### src/rtl/sprite_pkg.sv
// Shared types, default geometry and address helper for the sprite animation ROM.
package sprite_pkg;

    // Direction of travel through the ping-pong frame sequence.
    typedef enum logic [0:0] {
        FWD = 1'b0,
        BWD = 1'b1
    } anim_phase_t;

    // Default sprite geometry.
    localparam int SPR_W_DEF    = 16;
    localparam int SPR_H_DEF    = 16;
    localparam int BPP_DEF      = 2;
    localparam int N_DIR_DEF    = 4;
    localparam int N_FRAMES_DEF = 3;

    // Linear pixel address of (x, y) inside frame 'frame_i' of direction 'dir_i'.
    // Evaluated at 32 bits so no intermediate product can wrap.
    function automatic logic [31:0] sprite_addr(
        input logic [31:0] dir_i,
        input logic [31:0] frame_i,
        input logic [31:0] y_i,
        input logic [31:0] x_i,
        input logic [31:0] n_frames,
        input logic [31:0] spr_h,
        input logic [31:0] spr_w
    );
        return ((dir_i * n_frames + frame_i) * spr_h + y_i) * spr_w + x_i;
    endfunction

endpackage

### src/rtl/sprite_rom_core.sv
// Generic synchronous single-port ROM with registered output and read enable.
// The image for a named INIT_FILE is compiled in as a closed-form pattern;
// an empty INIT_FILE name yields an all-transparent (all-zero) image.
module sprite_rom_core
    import sprite_pkg::*;
#(
    parameter int    DEPTH     = 3072,
    parameter int    WIDTH     = 2,
    parameter string INIT_FILE = "sprite.mif",
    parameter int    AW        = $clog2(DEPTH)
) (
    input  logic             clock,
    input  logic             reset,
    input  logic             i_rd_en,
    input  logic [AW-1:0]    i_addr,
    output logic [WIDTH-1:0] o_q,
    output logic             o_q_valid
);

    localparam bit BLANK_IMAGE = (INIT_FILE == "");

    logic [WIDTH-1:0] r_q;
    logic             r_q_valid;

    // Image content at address a: low bits of a + a/8 + a/128.
    function automatic logic [WIDTH-1:0] image_word(input logic [AW-1:0] a);
        logic [AW+1:0] s;
        s = (AW+2)'(a) + (AW+2)'(a >> 4'd3) + (AW+2)'(a >> 4'd7);
        return s[WIDTH-1:0];
    endfunction

    // Registered read port: data updates only on enabled reads, valid follows enable.
    always_ff @(posedge clock) begin
        if (reset) begin
            r_q       <= {WIDTH{1'b0}};
            r_q_valid <= 1'b0;
        end else begin
            r_q_valid <= i_rd_en;
            if (i_rd_en) begin
                r_q <= BLANK_IMAGE ? {WIDTH{1'b0}} : image_word(i_addr);
            end
        end
    end

    assign o_q       = r_q;
    assign o_q_valid = r_q_valid;

endmodule

### src/rtl/sprite_anim_rom.sv
// Multi-direction, multi-frame sprite ROM with ping-pong animation sequencer.
// Direction and frame changes commit only on frame_sync so a sprite never tears.
module sprite_anim_rom
    import sprite_pkg::*;
#(
    parameter int    SPR_W     = SPR_W_DEF,
    parameter int    SPR_H     = SPR_H_DEF,
    parameter int    BPP       = BPP_DEF,
    parameter int    N_DIR     = N_DIR_DEF,
    parameter int    N_FRAMES  = N_FRAMES_DEF,
    parameter string INIT_FILE = "sprite.mif"
) (
    input  logic                                              clock,
    input  logic                                              reset,
    input  logic                                              frame_sync,
    input  logic                                              anim_en,
    input  logic                                              anim_tick,
    input  logic [$clog2(N_DIR)-1:0]                          dir,
    input  logic                                              flip_h,
    input  logic                                              rd_en,
    input  logic [$clog2(SPR_W)-1:0]                          rd_x,
    input  logic [$clog2(SPR_H)-1:0]                          rd_y,
    output logic [BPP-1:0]                                    q,
    output logic                                              q_valid,
    output logic [((N_FRAMES > 1) ? $clog2(N_FRAMES) : 1)-1:0] frame_idx,
    output logic [$clog2(N_DIR)-1:0]                          dir_idx
);

    localparam int DW     = $clog2(N_DIR);
    localparam int FW     = (N_FRAMES > 1) ? $clog2(N_FRAMES) : 1;
    localparam int XW     = $clog2(SPR_W);
    localparam int DEPTH  = N_DIR * N_FRAMES * SPR_W * SPR_H;
    localparam int ADDR_W = $clog2(DEPTH);

    localparam logic [FW-1:0] FRAME_ZERO = {FW{1'b0}};
    localparam logic [FW-1:0] FRAME_ONE  = FW'(1);
    localparam logic [FW-1:0] FRAME_LAST = FW'(N_FRAMES - 1);
    localparam logic [XW-1:0] X_MAX      = XW'(SPR_W - 1);

    logic [DW-1:0]     r_dir;
    logic [FW-1:0]     r_frame;
    anim_phase_t       r_phase;
    logic              r_tick_pending;

    logic [DW-1:0]     w_dir_nxt;
    logic [FW-1:0]     w_frame_nxt;
    anim_phase_t       w_phase_nxt;
    logic              w_tick_pending_nxt;

    logic [FW-1:0]     w_step_frame;
    anim_phase_t       w_step_phase;
    logic              w_tick_any;

    logic [XW-1:0]     w_x_eff;
    logic [ADDR_W-1:0] w_addr;

    assign w_tick_any = r_tick_pending | anim_tick;

    // One ping-pong step from the committed frame: 0,1,..,N-1,N-2,..,1,0,1,..
    always_comb begin
        w_step_frame = r_frame;
        w_step_phase = r_phase;
        if (N_FRAMES == 1) begin
            w_step_frame = FRAME_ZERO;
            w_step_phase = FWD;
        end else begin
            case (r_phase)
                FWD: begin
                    if (r_frame == FRAME_LAST) begin
                        w_step_frame = FW'(N_FRAMES - 2);
                        w_step_phase = BWD;
                    end else begin
                        w_step_frame = r_frame + FRAME_ONE;
                        w_step_phase = FWD;
                    end
                end
                BWD: begin
                    if (r_frame == FRAME_ZERO) begin
                        w_step_frame = FRAME_ONE;
                        w_step_phase = FWD;
                    end else begin
                        w_step_frame = r_frame - FRAME_ONE;
                        w_step_phase = BWD;
                    end
                end
                default: begin
                    w_step_frame = FRAME_ZERO;
                    w_step_phase = FWD;
                end
            endcase
        end
    end

    // Commit logic: direction change beats a frame step; ticks coalesce until a commit.
    always_comb begin
        w_dir_nxt          = r_dir;
        w_frame_nxt        = r_frame;
        w_phase_nxt        = r_phase;
        w_tick_pending_nxt = w_tick_any;
        if (frame_sync) begin
            if (dir != r_dir) begin
                w_dir_nxt          = dir;
                w_frame_nxt        = FRAME_ZERO;
                w_phase_nxt        = FWD;
                w_tick_pending_nxt = 1'b0;
            end else if (w_tick_any && anim_en) begin
                w_frame_nxt        = w_step_frame;
                w_phase_nxt        = w_step_phase;
                w_tick_pending_nxt = 1'b0;
            end else begin
                w_tick_pending_nxt = w_tick_any;
            end
        end else begin
            w_tick_pending_nxt = w_tick_any;
        end
    end

    // Sequencer state register (committed direction, frame, phase and pending tick).
    always_ff @(posedge clock) begin
        if (reset) begin
            r_dir          <= {DW{1'b0}};
            r_frame        <= FRAME_ZERO;
            r_phase        <= FWD;
            r_tick_pending <= 1'b0;
        end else begin
            r_dir          <= w_dir_nxt;
            r_frame        <= w_frame_nxt;
            r_phase        <= w_phase_nxt;
            r_tick_pending <= w_tick_pending_nxt;
        end
    end

    // Read address from the committed state of the issue cycle, with optional mirror.
    always_comb begin
        w_x_eff = rd_x;
        if (flip_h) begin
            w_x_eff = X_MAX - rd_x;
        end else begin
            w_x_eff = rd_x;
        end
        w_addr = ADDR_W'(sprite_addr(32'(r_dir), 32'(r_frame), 32'(rd_y), 32'(w_x_eff),
                                     32'(N_FRAMES), 32'(SPR_H), 32'(SPR_W)));
    end

    sprite_rom_core #(
        .DEPTH     (DEPTH),
        .WIDTH     (BPP),
        .INIT_FILE (INIT_FILE),
        .AW        (ADDR_W)
    ) u_rom (
        .clock     (clock),
        .reset     (reset),
        .i_rd_en   (rd_en),
        .i_addr    (w_addr),
        .o_q       (q),
        .o_q_valid (q_valid)
    );

    assign frame_idx = r_frame;
    assign dir_idx   = r_dir;

endmodule

### config.mk
export PLATFORM = sky130hd
export DESIGN_NAME = sprite_anim_rom
export DESIGN_NICKNAME = d
export VERILOG_FILES = /design/src/rtl/sprite_pkg.sv /design/src/rtl/sprite_rom_core.sv /design/src/rtl/sprite_anim_rom.sv
export SDC_FILE = /design/constraint.sdc
export NUM_CORES = 1
export LEC_CHECK = 0
export ABC_AREA = 1
export CAP_MARGIN = 20
export CORE_MARGIN = 3
export CORE_UTILIZATION = 33
export DETAILED_ROUTE_END_ITERATION = 16
export GPL_TIMING_DRIVEN = 0
export HOLD_SLACK_MARGIN = 0.1
export PLACE_DENSITY_LB_ADDON = 0.3
export SETUP_SLACK_MARGIN = 0.3
export SLEW_MARGIN = 20
export SYNTH_ARGS = -nofsm -noshare
export SYNTH_HDL_FRONTEND = slang
export SYNTH_SLANG_ARGS = --single-unit
export TNS_END_PERCENT = 100
### constraint.sdc
create_clock -name clock -period 3 [get_ports clock]
set_input_delay 0.9 -clock clock [delete_from_list [all_inputs] [get_ports clock]]
set_output_delay 0.9 -clock clock [all_outputs]
set_load 0.05 [all_outputs]
Word-level counts from Yosys, hierarchy flattened. Index checks and enable logic that the tools add are counted. W data, S select, Z words.

Reduce and logical (&&, ||, !) cells: 5. Equal/unequal tests: 2. Multiply operators: 1. Add/sub/neg operators: 8. Bitwise gates (word level): 2. Multiplexer cells: 14.

Operators by type and width (count): $add A9 B4 Y9 (1); $mux W2 (4); $mux W1 (7); $add A5 B4 Y5 (1); $add A2 B2 Y2 (2); $mux W4 (1); $pmux W2 S2 (1); $reduce_and A2 Y1 (2); $sub A4 B4 Y4 const A (1); $add A2 B1 Y2 const B (1); $eq A2 B2 Y1 const B (1); $logic_not A2 Y1 (1); $mul A2 B2 Y1 const B (1); $ne A2 B2 Y1 (1); $pmux W1 S2 (1); $reduce_bool A2 Y1 (1); $sub A2 B1 Y2 const B (1); $add A1 B1 Y1 (1); $logic_and A1 B1 Y1 (1); $not A1 Y1 (1); $or A1 B1 Y1 (1).

Word-level logic and storage cells: 38. Flip-flop bits (word level): 9. Output and inout port bits: 7. Input port bits: 17.

Longest topological paths before layout.
Word-level depth: 6. Gate-level depth with buffers: 12. Gate-level depth less buffers: 11.

Modules after synthesis. A second synthesis with hierarchy kept.

Cell total of the unflattened synthesis: 96. Area, all modules: 639.4 µm².

By module, submodules not included: sprite_anim_rom (cells an instance 64, area each 444.2 µm², instances 1); sprite_rom_core (cells an instance 32, area each 195.2 µm², instances 1).

Worst setup path before layout. Ideal clock, no wire load.

Path kind: in2reg. Start: input flip_h. End: register u_rom.r_q[1], in the netlist u_rom.o_q[1]. Setup slack: 0.825 ns. Data arrival time: 2.066 ns. Stages on the path: 11. Cells stage by stage: clkbuf_2 > xnor2_1 > fa_1 > inv_1 > nand2_1 > nand3_1 > nand2_1 > nand2_1 > nand3_1 > nand2_1 > inv_1.

Longest elaborated chain between the ends: 4.

Ends and longest elaborated chain: start: declaration (RTL line sprite_anim_rom.sv:19) `input logic flip_h,`; $mux W4 (*) (RTL line sprite_anim_rom.sv:136) `if (flip_h) begin`; $add A9 B4 Y9 (*) (RTL line sprite_pkg.sv:28) `return ((dir_i * n_frames + frame_i) * spr_h + y_i) * spr_w + x_i;`; $add A2 B2 Y2 (RTL line sprite_rom_core.sv:28) `s = (AW+2)'(a) + (AW+2)'(a >> 4'd3) + (AW+2)'(a >> 4'd7);`; $add A2 B2 Y2 (*) (RTL line sprite_rom_core.sv:28); end signal: assignment (RTL line sprite_rom_core.sv:35) `r_q <= {WIDTH{1'b0}};`; end signal: assignment (RTL line sprite_rom_core.sv:40) `r_q <= BLANK_IMAGE ? {WIDTH{1'b0}} : image_word(i_addr);`; end: declaration (RTL line sprite_rom_core.sv:22) `logic [WIDTH-1:0] r_q;`.

Mark *: on every way between the ends. The rest lies on a longest branch, timed or not. A chain may end at the register's enable or synchronous reset.

Final worst setup path.
Start: register r_dir[0], in the netlist dir_idx[0]. End: output dir_idx[0].

RTL lines: start: declaration (RTL line sprite_anim_rom.sv:40) `logic [DW-1:0] r_dir;`; start signal: assignment (RTL line sprite_anim_rom.sv:121) `r_dir <= {DW{1'b0}};`; start signal: assignment (RTL line sprite_anim_rom.sv:126) `r_dir <= w_dir_nxt;`; end: declaration (RTL line sprite_anim_rom.sv:26) `output logic [$clog2(N_DIR)-1:0] dir_idx`.

No word-level cell between the ends.

==> impl_metrics.py <==
metrics = {
    "run_status": {
        "status": "complete, no violations",
    },
    "timing": {
        "drv_slew": 0,
        "worst_pin_slew_ps": 503.3,
        "setup_violations": 0,
        "rsz0062_at_grt": "no",
        "slew-limit-headroom": 0.6634,
        "finalCriticalPeriod_ps": 2481,
        "setup_tns_ps": 0,
        "fin_crit_sh": 0.8270,
        "skew_ps": 1.404,
        "fmax_ghz": 0.4031,
        "hold_viol": 0,
    },
    "power": {
        "p_total_mw": 0.3424,
        "p_seq_frac": 0.384,
        "p_int_mw": 0.2259,
        "cellPowerDensity_nw_per_um2": 386.5,
        "p_switching_mw": 0.1165,
        "p_sw_frac": 0.3402,
        "leakage_nw": 0.4416,
        "vdd_drop_max_mv": 0.1322,
        "power_frac_clock": 0.273,
        "power_frac_comb": 0.343,
    },
    "global_route": {
        "grt_max_degree": 10,
        "antenna_found_initial": 0,
        "met2_usage": 0.2000,
        "grtUsageMet3": 0.02671,
        "met1_usage": 0.1311,
        "gr-total-overflow": 0,
        "gr-max-usage-layer": "met2",
        "grt_pass1_vias": 616,
        "grt_use_total": 0.1186,
        "grt_pass1_wl_um": 2325,
    },
    "yosys": {
        "synth_seq_cells": 9,
        "synthCells": 112,
        "yosysTopAreaCell": "dfxtp_1",
        "syn_nets": 130,
        "synth_area_per_cell_um2": 5.787,
        "synth.top_cells.by_area": "dfxtp_1, nand2_1, inv_1, nand3_1, nand2_2",
        "synth_common_cells": "nand2_1, inv_1, nand3_1",
        "ys_types": 16,
        "ys_seq_area_frac": 0.2780,
        "synth.most_common_cell": "nand2_1",
        "async_flop_share": 0,
        "ys.warnings.count": 0,
        "ys.flop_type": "dfxtp_1",
        "synth_area_um2": 648.1,
        "synth_edf_count": 0,
        "synth.top_cell.area_share": 0.2780,
    },
    "finish": {
        "fillers": 181,
        "area.sequential_um2": 180.2,
        "layout.nets": 153,
        "multi_input_comb_area_um2": 379.1,
        "drive_gt1_frac": 0.1119,
        "area_growth_pct": 36.68,
        "n_antenna_cell": 0,
    },
    "place": {
        "gp_congestion": 0.8502,
        "portBuffers": 18,
        "dp_hpwl_um": 1102,
    },
    "cts": {
        "cts_setup_buffers": 0,
        "cts_buffer_depth": 2,
        "cts_hold_buf": 0,
        "cts_tree": "built",
        "clk-insertion-delay-late_ps": 260,
        "cts.sinks": 9,
        "cts_resized": 0,
        "numCtsBuffers": 3,
        "path_clk_slew_ps": 60,
        "htreeDepth": 1,
        "clockRootBuffer": "clkbuf_4",
    },
    "drt": {
        "wirelength_um": 1307,
        "ant_nets": 0,
        "vias": 696,
        "drt-vias-per-instance": 4.377,
        "drtIter0Drc": 9,
        "avgRoutedWirePerCell_um": 8.220,
        "drt_drc_violations_left": 0,
        "dr.pass1.iters": 4,
    },
    "flow_run": {
        "cap_violations": 0,
    },
    "worst_setup_path": {
        "r2r_end": "u_rom.o_q[1]$_SDFFE_PP0P_",
        "critPathKind": "flop to output port",
        "path_max_fanout": 7,
        "crit_arrival_ps": 1580,
        "worstPathCellList": "clkdlybuf4s50_1",
        "reg2regPathDepth": 10,
        "worst_setup_path_start_kind": "flop",
        "r2r-start": "frame_idx[0]$_SDFFE_PP0P_",
        "critical_path_buf_inv_count": 1,
        "cpPeakStageDelay_ps": 860,
        "worstSetupEndpointType": "output port",
        "cp_top_family": "buffers and inverters",
        "required_ps": 2100,
        "cp_slowest_cell": "clkdlybuf4s50_1",
        "ff2ff_setup_slack_ps": 1910,
    },
    "floorplanning": {
        "ioPinCount": 24,
        "std_cell_rows": 15,
        "core-area_um2": 1783,
        "die-area_um2": 2532,
        "die_w_um": 50.32,
        "start_util": 0.3635,
        "dieHeight_um": 50.32,
    },
    "worst_hold_path": {
        "min_to": "frame_idx[1]$_SDFFE_PP0P_",
        "worstHoldStart": "frame_idx[1]$_SDFFE_PP0P_",
        "hold_class": "flop to flop",
        "hold_path_depth": 2,
    },
}
[per-layer routing]
layer	up-vias	routed length, µm
li1	384	-
met4	0	13
met2	18	653
met1	292	561
met5	-	0
met3	2	79
[kinds of logic (layout without fill, tap and decap cells)]
| family | after synthesis | count (layout) | synth area share |
|---|---|---|---|
| AOI/OAI and AO/OA | 10 | 10 | 0.08301 |
| DFF | 9 | 9 | 0.2780 |
| buffers and inverters | 22 | 44 | 0.1371 |
| xor gates and xnor gates | 2 | 2 | 0.02703 |
| and+or+nand+nor | 68 | 68 | 0.4440 |
| adders and majority gates | 1 | 1 | 0.03089 |
[worst reg2reg max path: cells and delay by family (launching register included)]
kind | cells | cell delay, ps
buffers and inverters | 3 | 290
and+or+nand+nor | 7 | 380
DFF | 1 | 330
[final cells by class]
type                            instances  area share
Buffer                                  3     0.01977
Clock buffer                            4     0.02966
Inverter                               19     0.08051
Multi-Input combinational cell         81      0.4280
Sequential cell                         9      0.2034
Tap cell                               25     0.03531
Timing Repair Buffer                   18      0.2034
[power groups by stage]
stage / sequential (mW) / combinational [mW] / clock (mW)
floorplan: 0.156 / 0.0569 / 0
global placement: 0.134 / 0.116 / 0
detailed placement: 0.134 / 0.118 / 0
CTS: 0.132 / 0.119 / 0.0974
global route: 0.133 / 0.133 / 0.103
finish: 0.132 / 0.117 / 0.0934
[worst max path at each step]
stage / depth (start not counted) / to / startpoint / slack, ps
2_1_floorplan: 11 / u_rom.o_q[1]$_SDFFE_PP0P_ / flip_h / 820
3_3_place_gp: 11 / u_rom.o_q[1]$_SDFFE_PP0P_ / rd_x[0] / 490
3_5_place_dp: 11 / u_rom.o_q[1]$_SDFFE_PP0P_ / rd_x[0] / 470
4_1_cts: 1 / dir_idx[0] / dir_idx[0]$_SDFFE_PP0P_ / 510
5_1_grt: 1 / dir_idx[0] / dir_idx[0]$_SDFFE_PP0P_ / 430
6_report: 1 / dir_idx[0] / dir_idx[0]$_SDFFE_PP0P_ / 520
[metrics by stage]
stage	worst slack [ps]	cells	util	area (µm²)	hold WS [ps]
6_report	519.0	159	0.4968	885.9	512.8
5_1_grt	429.7	159	0.4968	885.9	559.6
4_1_cts	506.2	159	0.4968	885.9	518.7
3_5_place_dp	466.9	155	0.4821	859.6	509.7
3_3_place_gp	494.6	155	0.4821	859.6	503.9
2_1_floorplan	824.8	112	-	648.1	480.9
[layout by cell type, fill, tap and decap left out, types with 2 or more instances in the layout]
master / instances
inv_2: 2
nor2_1: 6
nand2_2: 6
nand3_1: 12
clkdlybuf4s50_1: 18
clkbuf_4: 3
dfxtp_1: 9
inv_1: 17
o21ai_0: 4
a21oi_1: 5
xnor2_1: 2
nand2_1: 43
[flip-flops by register name, indices dropped and copies added, names as in the netlist]
name,flops
frame_idx,2
dir_idx,2
r_phase,1
r_tick_pending,1
u_rom.o_q,2
u_rom.o_q_valid,1
Power figures use the tool's default switching activity.
